--- config.mk ---
export PLATFORM = sky130hd
export DESIGN_NAME = nr_divider_flat
export DESIGN_NICKNAME = d
export VERILOG_FILES = /design/src/rtl/nr_div_pkg.sv /design/src/rtl/nr_divider_if.sv /design/src/rtl/nr_div_step.sv /design/src/rtl/nr_divider.sv /design/src/flat_wrapper.sv
export SDC_FILE = /design/constraint.sdc
export NUM_CORES = 1
export LEC_CHECK = 0
export CAP_MARGIN = 20
export CORE_MARGIN = 4
export CORE_UTILIZATION = 57
export DETAILED_ROUTE_END_ITERATION = 10
export PLACE_DENSITY_LB_ADDON = 0.15
export SYNTH_ARGS = -nofsm -noshare
export SYNTH_HDL_FRONTEND = slang
export SYNTH_SLANG_ARGS = --single-unit
--- constraint.sdc ---
create_clock -name clk -period 5.6 [get_ports clk]
set_input_delay 0.84 -clock clk [delete_from_list [all_inputs] [get_ports clk]]
set_output_delay 0.84 -clock clk [all_outputs]
set_load 0.02 [all_outputs]
--- src/rtl/nr_div_pkg.sv ---
// Shared definitions for the non-restoring divider.
//   state_t   : FSM states (IDLE, CALC, FIX, DONE)
//   DEF_WIDTH : default operand/result width
//   cnt_w()   : width of the iteration counter for a given operand width
package nr_div_pkg;

    localparam int DEF_WIDTH = 4;

    typedef enum logic [1:0] {
        IDLE = 2'd0,
        CALC = 2'd1,
        FIX  = 2'd2,
        DONE = 2'd3
    } state_t;

    function automatic int cnt_w(input int w);
        return $clog2(w + 1);
    endfunction

endpackage

--- src/rtl/nr_divider_if.sv ---
// Request/result bundle of the divider.
//   master : drives start, dividend, divisor; observes the results
//   slave  : the divider side (quotient, remainder, busy, done, dz, ovf)
interface nr_divider_if
    import nr_div_pkg::*;
#(
    parameter int WIDTH = DEF_WIDTH
) ();

    logic             start;
    logic [WIDTH-1:0] dividend;
    logic [WIDTH-1:0] divisor;
    logic [WIDTH-1:0] quotient;
    logic [WIDTH-1:0] remainder;
    logic             busy;
    logic             done;
    logic             dz;
    logic             ovf;

    modport master (
        output start, dividend, divisor,
        input  quotient, remainder, busy, done, dz, ovf
    );

    modport slave (
        input  start, dividend, divisor,
        output quotient, remainder, busy, done, dz, ovf
    );

endinterface

--- src/rtl/nr_div_step.sv ---
// One combinational non-restoring iteration.
//   rem    : partial remainder (WIDTH+1 bits, two's complement)
//   quo    : quotient/dividend shift register; its MSB feeds the remainder
//   dvs    : divisor magnitude
//   rem_nx : next partial remainder
//   quo_nx : next quotient, new bit = inverted sign of rem_nx
module nr_div_step
    import nr_div_pkg::*;
#(
    parameter int WIDTH = DEF_WIDTH
) (
    input  logic signed [WIDTH:0]   rem,
    input  logic        [WIDTH-1:0] quo,
    input  logic        [WIDTH-1:0] dvs,
    output logic signed [WIDTH:0]   rem_nx,
    output logic        [WIDTH-1:0] quo_nx
);

    logic signed [WIDTH:0] rem_sh;
    logic signed [WIDTH:0] dvs_ext;

    always_comb begin
        rem_sh  = {rem[WIDTH-1:0], quo[WIDTH-1]};
        dvs_ext = {1'b0, dvs};
        // The true result always lies in [-dvs, dvs), so wrapping in the
        // intermediate shift is harmless under modular arithmetic.
        rem_nx  = rem[WIDTH] ? (rem_sh + dvs_ext) : (rem_sh - dvs_ext);
        quo_nx  = {quo[WIDTH-2:0], ~rem_nx[WIDTH]};
    end

endmodule

--- src/rtl/nr_divider.sv ---
// Multi-cycle non-restoring divider.
//   clk, rst : clock and asynchronous active-high reset
//   bus      : slave side of nr_divider_if (start/dividend/divisor in,
//              quotient/remainder/busy/done/dz/ovf out)
// Optional feature macro NR_DIVIDER_SIGNED_EN: two's complement operands
// with truncation toward zero; without it operands are unsigned and ovf is 0.
module nr_divider
    import nr_div_pkg::*;
#(
    parameter int WIDTH = DEF_WIDTH
) (
    input logic         clk,
    input logic         rst,
    nr_divider_if.slave bus
);

    localparam int CW = cnt_w(WIDTH);

    state_t state, state_nx;
    logic [CW-1:0] cnt;

    logic signed [WIDTH:0]   prem, prem_nx;
    logic        [WIDTH-1:0] qacc, qacc_nx;
    logic        [WIDTH-1:0] dvs;
    logic        [WIDTH-1:0] rem_fix;

    logic [WIDTH-1:0] quo_r, rem_r;
    logic             dz_r;
    logic             busy, done;

`ifdef NR_DIVIDER_SIGNED_EN
    localparam logic [WIDTH-1:0] MOST_NEG = {1'b1, {(WIDTH-1){1'b0}}};

    logic neg_q, neg_r, ovf_pend, ovf_r;

    function automatic logic [WIDTH-1:0] mag(input logic [WIDTH-1:0] v);
        return v[WIDTH-1] ? -v : v;
    endfunction

    function automatic logic [WIDTH-1:0] apply_sign(input logic [WIDTH-1:0] v,
                                                    input logic n);
        return n ? -v : v;
    endfunction
`endif

    nr_div_step #(.WIDTH(WIDTH)) u_step (
        .rem    (prem),
        .quo    (qacc),
        .dvs    (dvs),
        .rem_nx (prem_nx),
        .quo_nx (qacc_nx)
    );

    // Final correction only needs WIDTH bits: the corrected value is in [0, dvs).
    assign rem_fix = prem[WIDTH] ? (prem[WIDTH-1:0] + dvs) : prem[WIDTH-1:0];

    always_ff @(posedge clk or posedge rst) begin
        if (rst) begin
            state <= IDLE;
        end else begin
            state <= state_nx;
        end
    end

    always_comb begin
        state_nx = state;
        busy     = (state != IDLE);
        done     = 1'b0;
        unique case (state)
            IDLE: begin
                if (bus.start) begin
                    state_nx = (bus.divisor == '0) ? DONE : CALC;
                end
            end
            CALC: begin
                if (cnt == CW'(WIDTH - 1)) begin
                    state_nx = FIX;
                end
            end
            FIX: begin
                state_nx = DONE;
            end
            DONE: begin
                done     = 1'b1;
                state_nx = IDLE;
            end
        endcase
    end

    // Control and visible results: cleared by reset.
    always_ff @(posedge clk or posedge rst) begin
        if (rst) begin
            cnt   <= '0;
            quo_r <= '0;
            rem_r <= '0;
            dz_r  <= 1'b0;
`ifdef NR_DIVIDER_SIGNED_EN
            ovf_r <= 1'b0;
`endif
        end else begin
            unique case (state)
                IDLE: begin
                    cnt <= '0;
                    if (bus.start) begin
                        dz_r <= 1'b0;
`ifdef NR_DIVIDER_SIGNED_EN
                        ovf_r <= 1'b0;
`endif
                        if (bus.divisor == '0) begin
                            dz_r  <= 1'b1;
                            quo_r <= '1;
                            rem_r <= bus.dividend;
                        end
                    end
                end
                CALC: begin
                    cnt <= cnt + 1'b1;
                end
                FIX: begin
                    cnt <= '0;
`ifdef NR_DIVIDER_SIGNED_EN
                    quo_r <= apply_sign(qacc, neg_q);
                    rem_r <= apply_sign(rem_fix, neg_r);
                    ovf_r <= ovf_pend;
`else
                    quo_r <= qacc;
                    rem_r <= rem_fix;
`endif
                end
                DONE: begin
                    cnt <= '0;
                end
            endcase
        end
    end

    // Working datapath: loaded at accept, iterated in CALC, no reset needed.
    always_ff @(posedge clk) begin
        if (state == IDLE && bus.start) begin
            prem <= '0;
`ifdef NR_DIVIDER_SIGNED_EN
            qacc     <= mag(bus.dividend);
            dvs      <= mag(bus.divisor);
            neg_q    <= bus.dividend[WIDTH-1] ^ bus.divisor[WIDTH-1];
            neg_r    <= bus.dividend[WIDTH-1];
            ovf_pend <= (bus.dividend == MOST_NEG) && (bus.divisor == '1);
`else
            qacc <= bus.dividend;
            dvs  <= bus.divisor;
`endif
        end else if (state == CALC) begin
            prem <= prem_nx;
            qacc <= qacc_nx;
        end
    end

    assign bus.quotient  = quo_r;
    assign bus.remainder = rem_r;
    assign bus.busy      = busy;
    assign bus.done      = done;
    assign bus.dz        = dz_r;
`ifdef NR_DIVIDER_SIGNED_EN
    assign bus.ovf       = ovf_r;
`else
    assign bus.ovf       = 1'b0;
`endif

endmodule

--- src/flat_wrapper.sv ---
// flat-port wrapper written by rule: the top's interface ports become plain ports
module nr_divider_flat import nr_div_pkg::*;
#(
    parameter int WIDTH = DEF_WIDTH
)
  (clk, rst, bus_start, bus_dividend, bus_divisor, bus_quotient, bus_remainder, bus_busy, bus_done, bus_dz, bus_ovf);
  nr_divider_if #(.WIDTH(WIDTH)) bus_i ();
  input logic clk;
  input logic rst;
  input wire logic [$bits(bus_i.start)-1:0] bus_start;
  input wire logic [$bits(bus_i.dividend)-1:0] bus_dividend;
  input wire logic [$bits(bus_i.divisor)-1:0] bus_divisor;
  output wire logic [$bits(bus_i.quotient)-1:0] bus_quotient;
  output wire logic [$bits(bus_i.remainder)-1:0] bus_remainder;
  output wire logic [$bits(bus_i.busy)-1:0] bus_busy;
  output wire logic [$bits(bus_i.done)-1:0] bus_done;
  output wire logic [$bits(bus_i.dz)-1:0] bus_dz;
  output wire logic [$bits(bus_i.ovf)-1:0] bus_ovf;
  assign bus_i.start = bus_start;
  assign bus_i.dividend = bus_dividend;
  assign bus_i.divisor = bus_divisor;
  assign bus_quotient = bus_i.quotient;
  assign bus_remainder = bus_i.remainder;
  assign bus_busy = bus_i.busy;
  assign bus_done = bus_i.done;
  assign bus_dz = bus_i.dz;
  assign bus_ovf = bus_i.ovf;
  nr_divider #(.WIDTH(WIDTH)) u_core (.clk(clk), .rst(rst), .bus(bus_i));
endmodule
* After elaboration in Yosys (flattened, before gate mapping)
Index checks and enable logic that the tools add are counted.
** Storage, ports and cells
- Flip-flop bits (word level) :: 27
- Input port bits :: 11
- Output and inout bits :: 12
- Logic and storage cells :: 47
** Operators by class
- Add/subtract/negate cells :: 4
- Equality and inequality tests :: 7
- Multiplexer cells :: 17
- Bitwise gates (word level) :: 1
- Reduce and logical (&&, ||, !) cells :: 10
** Operators with widths (count)
- $mux W4 :: 7
- $pmux W4 S2 :: 2
- $pmux W2 S4 :: 1
- $mux W2 :: 3
- $pmux W3 S2 :: 1
- $reduce_bool A2 Y1 :: 3
- $add A5 B5 Y5 :: 1
- $mux W5 :: 1
- $sub A5 B5 Y5 :: 1
- $add A4 B4 Y4 :: 1
- $eq A2 B2 Y1 const B :: 2
- $logic_not A4 Y1 :: 1
- $ne A2 B1 Y1 const B :: 2
- $reduce_and A2 Y1 :: 2
- $add A3 B1 Y3 const B :: 1
- $eq A3 B2 Y1 const B :: 1
- $reduce_and A3 Y1 :: 1
- $reduce_or A3 Y1 :: 1
- $eq A2 B1 Y1 const B :: 1
- $logic_not A2 Y1 :: 1
- $mux W1 :: 2
- $ne A2 B2 Y1 const B :: 1
- $logic_and A1 B1 Y1 :: 1
- $not A1 Y1 :: 1

* Longest topological paths before layout
Gate-level depths: netlist of the first run.
- Depth after elaboration :: 5
- Gate-level depth with buffers :: 9

* Modules after synthesis
A second synthesis of the first run with hierarchy kept.
** Second synthesis, totals
- Cell total of the unflattened synthesis :: 159
- Area total of the unflattened synthesis :: 1645.3 µm²
** By module, submodules not included
- nr_divider :: instances 1, cells an instance 132, area an instance 1387.6 µm²
- nr_div_step :: instances 1, cells an instance 27, area an instance 257.7 µm²

* Worst setup path before layout of the first run
OpenSTA, ideal clock, no wires.
- Path kind :: reg2reg
- Start point :: reg u_core.dvs[1]
- End point :: reg u_core.qacc[0], data pin
- Setup time :: 0.152 ns
- Arrival time :: 2.061 ns
- Data required time :: 5.448 ns
- Slack :: 3.387 ns
- Cell stages (with the launch flop) :: 9
- Clock period less this slack :: 2.213 ns
- Cells stage by stage :: edfxtp_1 inv_1 ha_1 mux2_2 fa_1 a21o_1 a21oi_1 xnor3_1 o21ai_0
** On the way
- Cells in the longest elaborated chain, start to end :: 5
** Ends and longest elaborated chain
- from (decl) :: RTL line nr_divider.sv:24 : logic [WIDTH-1:0] dvs;
- from (signal assigned) :: RTL line nr_divider.sv:149 : dvs <= bus.divisor;
- $sub A5 B5 Y5 / $add A5 B5 Y5 (equally long branches) :: RTL line nr_div_step.sv:27 : rem_nx = rem[WIDTH] ? (rem_sh + dvs_ext) : (rem_sh - dvs_ext);
- $mux W5 * :: RTL line nr_div_step.sv:27
- $not A1 Y1 * :: RTL line nr_div_step.sv:28 : quo_nx = {quo[WIDTH-2:0], ~rem_nx[WIDTH]};
- $mux W4 * :: RTL line nr_divider.sv:151 : end else if (state == CALC) begin
- $mux W4 * :: RTL line nr_divider.sv:139 : if (state == IDLE && bus.start) begin
- to (signal assigned) :: RTL line nr_divider.sv:148 : qacc <= bus.dividend;
- to (signal assigned) :: RTL line nr_divider.sv:153 : qacc <= qacc_nx;
- to (decl) :: RTL line nr_divider.sv:23 : logic [WIDTH-1:0] qacc, qacc_nx;
Every way passes the cells marked *; elsewhere a longest branch is shown, timed or not. The select of a mux whose other input is x is not followed.
A chain may end at the register's enable or synchronous reset.

* Final worst setup path of the first run
- Start point :: reg u_core.state[0]
- End point :: out bus_busy
** On the way
- Cells in the longest elaborated chain, start to end :: 1
** Ends and longest elaborated chain
- from (decl) :: RTL line nr_divider.sv:19 : state_t state, state_nx;
- from (signal assigned) :: RTL line nr_divider.sv:61 : state <= state_nx;
- $reduce_bool A2 Y1 :: RTL line nr_divider.sv:67 : busy = (state != IDLE);
- to (decl) :: RTL line flat_wrapper.sv:15 : output wire logic [$bits(bus_i.busy)-1:0] bus_busy;
Every way passes these cells.

==> flow_summary.yaml, run 1 <==
outcome:
  outcome: "finished, final reports clean"
timing:
  finalHoldViolations: 0
  setup_viol: 0
  worstMarginPinSlew_ns: 0.535
  final.period_utilization: 0.477
  timing.final.ws_setup_ns: 2.93
  period_minus_slack_ns: 2.67
  max_freq_mhz: 374
  hold_ws_ns: 0.447
  slew_headroom: 0.643
  fin_setup_tns_ns: 0
  rsz0062_at_grt: "no"
  clock_skew_ns: 0.00242
  slew_viol_final: 0
critical_path:
  cp-end-kind: "primary output"
  slowest_stage: "clkdlybuf4s50_1"
  rr_endpoint: "u_core.qacc[0]"
  crit_fanout: 4
  crit_family: "buffers and inverters"
  critPathArrivalTime_ns: 1.83
  crit_type: "reg -> out"
  slowest_delay_ns: 0.63
  cpMostUsedCell: "inv_1"
  r2r_cells: 8
  worst_setup_path_start_kind: "register"
  worst-path-buf-inv: 3
  timing.reg2reg.setup_slack_ns: 3.08
  reg2reg_from: "u_core.dvs[1]"
  required_ns: 4.76
  crit_chain: "inv_1 > ha_1 > inv_1 > clkdlybuf4s50_1"
cts:
  postCtsHoldBufs: 0
  cts_setup_buffers: 0
  htree_levels: 1
  clk_pin_slew_ns: 0.14
  clk_latency_ns: 0.32
  ctsResizeCount: 0
  cts-root-buf: "clkbuf_4"
  cts_tree: "done"
  cts_buffer_depth: 2
  cts_sinks: 27
  cts_inserted_buffers: 3
placed_design:
  numPortBuffers: 21
  dpl_cell_area_mm2: 0.00177
  gp_congestion: 0.777
  dpl_worst_slack_ns: 3.08
  hpwl_mm: 2.31
logic_synthesis:
  synth-edff-count: 8
  synth_ff_type: "dfrtp_1"
  synth_top_area_frac: 0.224
  synth_cell_type_count: 38
  synth_area_per_cell_um2: 10.3
  yosys.area.top_type: "dfrtp_1"
  yosysWarnings: 0
  ys_async_sr_fraction: 0.519
  synth_cells: 151
  synth_area_leaders: "dfrtp_1, edfxtp_1, ha_1, dfxtp_1, mux2i_1"
  synth_area_mm2: 0.00156
  syn_nets: 179
  ys_seq_area_frac: 0.442
  synth_seq_cells: 27
hold_path:
  hold_depth: 1
  hp-class: "reg -> reg"
  holdPathEnd: "u_core.cnt[0]"
  worstHoldStart: "u_core.cnt[0]"
cells_and_area:
  fin_nets: 199
  n_antenna_cell: 0
  seqCellArea_um2: 691
  drive_gt1_frac: 0.0529
  area_growth_pct: 14.8
  utilization: 0.705
  fill_cells: 186
  final_area_mm2: 0.00179
  multi_input_area_um2: 764
global_routing:
  grtUsageTotal: 0.184
  grt_pass1_wl_mm: 4.95
  grt-ovfl-total: 0
  first_global_vias: 1137
  grt_max_degree: 21
  antenna_found_initial: 0
power_and_ir_drop:
  peakVddDrop_mv: 0.439
  leakage_nw: 0.792
  powerDensity_mw_per_mm2: 564
route:
  viasPerCell: 5.59
  ant_nets: 0
  drt_iter0_drc: 36
  wl_per_cell_um: 14.5
  route.detailed.drc: 0
  first_pass_iters: 4
  routed_wl_mm: 2.91
  vias: 1118
flow_run:
  cap_viol_max_count: 0
die:
  row_count: 18
  dieArea_mm2: 0.00364
  die_h_um: 60.3
  core_area_mm2: 0.00254
  start_util: 0.614
  die_w_um: 60.3
  ios: 23
[routing by layer]
layer,vias to the layer above,global-route usage,routed length [um]
met4,0,0.0570,31
met2,22,0.323,1530
li1,553,-,-
met1,539,0.225,1230
met5,-,0,0
met3,4,0.0404,108
[where the power goes]
| group | leakage (nW) | switching (W) | internal, W | total, W |
|---|---|---|---|---|
| Combinational | 0.497 | 0.000310 | 0.000259 | 0.000569 |
| Clock | 0.0150 | 0.0000558 | 0.0000279 | 0.0000837 |
| Sequential | 0.280 | 0.0000632 | 0.000296 | 0.000359 |
[worst max-delay path by stage]
stage	startpoint	endpoint	slack, ns	cells past startpoint
after floorplan	u_core.dvs[1]	u_core.qacc[0]	3.39	8
after global placement	bus_divisor[1]	u_core.bus.remainder[2]	3.19	4
after global routing	u_core.state[0]	bus_busy	2.83	4
final	u_core.state[0]	bus_busy	2.93	4
after detailed placement	u_core.dvs[1]	u_core.qacc[0]	3.08	8
after CTS	u_core.state[0]	bus_busy	2.92	4
[placed cells by master (no fill, tap or decap), types with 2 or more instances in the layout]
cell,count
inv_1,15
mux2i_1,7
a21o_1,2
clkbuf_4,3
fa_1,2
o21ai_0,7
a31oi_1,4
inv_2,2
mux2_2,2
edfxtp_1,8
dfxtp_1,5
a21oi_1,9
nor2_1,15
nand3_1,3
clkdlybuf4s50_1,21
xnor2_1,2
ha_1,15
xor2_1,3
dfrtp_1,14
nor3_1,2
nand2_1,13
[worst reg2reg max path: stages, from the launching register on]
cell	delay (ns)
edfxtp_1	0.47
inv_1	0.15
ha_1	0.24
mux2_2	0.29
fa_1	0.41
a21o_1	0.17
a21oi_1	0.19
xnor3_1	0.27
o21ai_0	0.19
[logic make-up (layout without fill, tap and decap cells)]
| group | Yosys count | in the layout | share of synthesized area |
|---|---|---|---|
| adders and majority gates | 17 | 17 | 0.146 |
| other | 1 | 1 | 0.00240 |
| xor gates and xnor gates | 6 | 6 | 0.0425 |
| muxes | 9 | 9 | 0.0593 |
| and+or+nand+nor | 38 | 38 | 0.115 |
| AOI/OAI and AO/OA | 30 | 30 | 0.124 |
| DFF | 27 | 27 | 0.442 |
| buffers and inverters | 23 | 42 | 0.0681 |
[cell usage after synthesis (2+ instances only)]
cell type and instances:
ha_1 15, inv_1 15, nor2_1 15, dfrtp_1 14
nand2_1 13, a21oi_1 9, edfxtp_1 8, mux2i_1 7
o21ai_0 7, dfxtp_1 5, a31oi_1 4, nand3_1 3
xor2_1 3, a21o_1 2, buf_6 2, clkbuf_1 2
fa_1 2, inv_2 2, mux2_2 2, nor3_1 2
xnor2_1 2
[cell type report]
| class | instances | share of cell area |
|---|---|---|
| Multi-Input combinational cell | 101 | 0.426 |
| Clock buffer | 4 | 0.0147 |
| Timing Repair Buffer | 21 | 0.117 |
| Inverter | 17 | 0.0356 |
| Tap cell | 30 | 0.0209 |
| Sequential cell | 27 | 0.385 |
[flip-flops by register name, summed over array words and instances (netlist names)]
register,flops
u_core.dvs,4
u_core.prem,5
u_core.bus.quotient,4
u_core.cnt,3
u_core.bus.remainder,4
u_core.state,2
u_core.qacc,4
u_core.bus.dz,1
[per-stage QoR]
| step | std cells | total power (W) |
|---|---|---|
| 2_1_floorplan | 151 | 0.000776 |
| 3_3_place_gp | 196 | 0.000904 |
| 3_5_place_dp | 196 | 0.000938 |
| 4_1_cts | 200 | 0.00102 |
| 5_1_grt | 200 | 0.00111 |
| 6_report | 200 | 0.00101 |
Power figures use the tool's default switching activity.
==> run 2, diff against run 1 <==
- CORE_UTILIZATION: 57 -> 53
- clock period: 5.6 -> 2.75 ns (I/O delays scaled with it)
==> flow_summary.yaml, run 2 (same netlist as run 1, synthesis figures left out) <==
cts:
  cts_sinks: 27
  cts_tree: "done"
  ctsResizeCount: 0
  cts_setup_buffers: 0
  htree_levels: 1
  cts_inserted_buffers: 3
  clk_latency_ns: 0.34
  cts-root-buf: "clkbuf_4"
  postCtsHoldBufs: 0
  clk_pin_slew_ns: 0.16
  cts_buffer_depth: 2
global_routing:
  grt-ovfl-total: 0
  grt_pass1_wl_mm: 5.43
  first_global_vias: 1204
  antenna_found_initial: 0
  grt_max_degree: 21
  grtUsageTotal: 0.171
die:
  start_util: 0.561
  core_area_mm2: 0.00278
  row_count: 19
  die_w_um: 62.3
  ios: 23
  dieArea_mm2: 0.00388
  die_h_um: 62.3
power_and_ir_drop:
  peakVddDrop_mv: 0.926
  design_power_total_w: 0.00208
  powerDensity_mw_per_mm2: 1150
  leakage_nw: 0.796
timing:
  period_minus_slack_ns: 2.39
  fin_setup_tns_ns: 0
  max_freq_mhz: 419
  rsz0062_at_grt: "no"
  clock_skew_ns: 0.0122
  setup_viol: 0
  finalHoldViolations: 0
  worstMarginPinSlew_ns: 0.533
  final.period_utilization: 0.869
  slew_viol_final: 0
  slew_headroom: 0.644
critical_path:
  required_ns: 2.94
  cp-end-kind: "register"
  crit_fanout: 4
  crit_chain: "inv_1 > ha_1 > mux2_2 > fa_1 > a21o_1 > a21oi_1 > xnor3_1 > o21ai_0"
  worst_setup_path_start_kind: "register"
  worst-path-buf-inv: 1
  crit_family: "adder cells"
  slowest_delay_ns: 0.46
  slowest_stage: "edfxtp_1"
  crit_type: "reg -> reg"
  critPathArrivalTime_ns: 2.58
route:
  vias: 1116
  ant_nets: 0
  drt_iter0_drc: 48
  first_pass_iters: 4
  route.detailed.drc: 0
  wl_per_cell_um: 14.7
  viasPerCell: 5.52
  routed_wl_mm: 2.97
cells_and_area:
  area_growth_pct: 15.6
  final_cell_mix: "clkdlybuf4s50_1, inv_1, nor2_1, ha_1, dfrtp_1"
  final_common_cell: "clkdlybuf4s50_1"
  max_flop_register: "u_core.prem"
  drive_gt1_frac: 0.0643
  n_antenna_cell: 0
  largest_reg_flops: 5
  fin_nets: 200
placed_design:
  hpwl_mm: 2.39
  gp_congestion: 0.843
  numPortBuffers: 21
hold_path:
  hp-class: "in -> async"
flow_run:
  cap_viol_max_count: 0
outcome:
  outcome: "finished, final reports clean"
-- run 2: changes by cell type in the layout (fill, tap and decap cells not counted) --
| cell | previous run | this run |
|---|---|---|
| buf_4 | 0 | 1 |
| clkbuf_1 | 1 | 0 |
| clkinvlp_4 | 0 | 1 |
-- run 2: final cells by class --
| class | count | area, um^2 |
|---|---|---|
| clock buffer | 3 | 22.5 |
| sequential | 27 | 691 |
| inverter | 17 | 63.8 |
| tap | 31 | 38.8 |
| multi-input combinational | 101 | 764 |
| timing repair buffer | 22 | 218 |
| clock inverter | 1 | 7.51 |
| fill | 243 | 976 |
-- run 2: metal layers --
| metal | GRT usage | wire length (um) |
|---|---|---|
| met1 | 0.197 | 1250 |
| met2 | 0.312 | 1580 |
| met3 | 0.0342 | 101 |
| met4 | 0.0557 | 44 |
| met5 | 0 | 0 |
-- run 2: where the power goes --
part / total, W / internal [W] / leakage [nW] / switching, W
clock: 0.000183 / 0.0000559 / 0.0139 / 0.000127
combinational: 0.00118 / 0.000540 / 0.502 / 0.000643
sequential: 0.000714 / 0.000603 / 0.280 / 0.000112
-- run 2: per-stage QoR --
stage / utilization / std cells / instance area, um^2 / setup slack (ns) / hold slack, ns
after floorplan: - / 151 / 1560 / 0.537 / 0.302
after global placement: 0.638 / 198 / 1780 / 0.464 / 0.416
after detailed placement: 0.638 / 198 / 1780 / 0.366 / 0.425
after CTS: 0.649 / 202 / 1810 / 0.352 / 0.389
after global routing: 0.649 / 202 / 1810 / 0.250 / 0.417
final: 0.649 / 202 / 1810 / 0.361 / 0.377
-- run 2: worst reg2reg max path, stage by stage, from the launching register on --
cell and delay [ns]:
edfxtp_1 0.46, inv_1 0.12, ha_1 0.23, mux2_2 0.28
fa_1 0.41, a21o_1 0.18, a21oi_1 0.15, xnor3_1 0.24
o21ai_0 0.18
-- run 2: worst paths after layout --
kind / from / to / slack (ns) / cells after the start
max: u_core.dvs[1] / u_core.qacc[0] / 0.36 / 8
min in group clk: u_core.cnt[0] / u_core.cnt[0] / 0.44 / 1
max in group asynchronous: rst / u_core.cnt[0] / 2.01 / 2
max reg2reg: u_core.dvs[1] / u_core.qacc[0] / 0.36 / 8
min reg2reg: u_core.cnt[0] / u_core.cnt[0] / 0.44 / 1
min: rst / u_core.bus.remainder[2] / 0.38 / 2
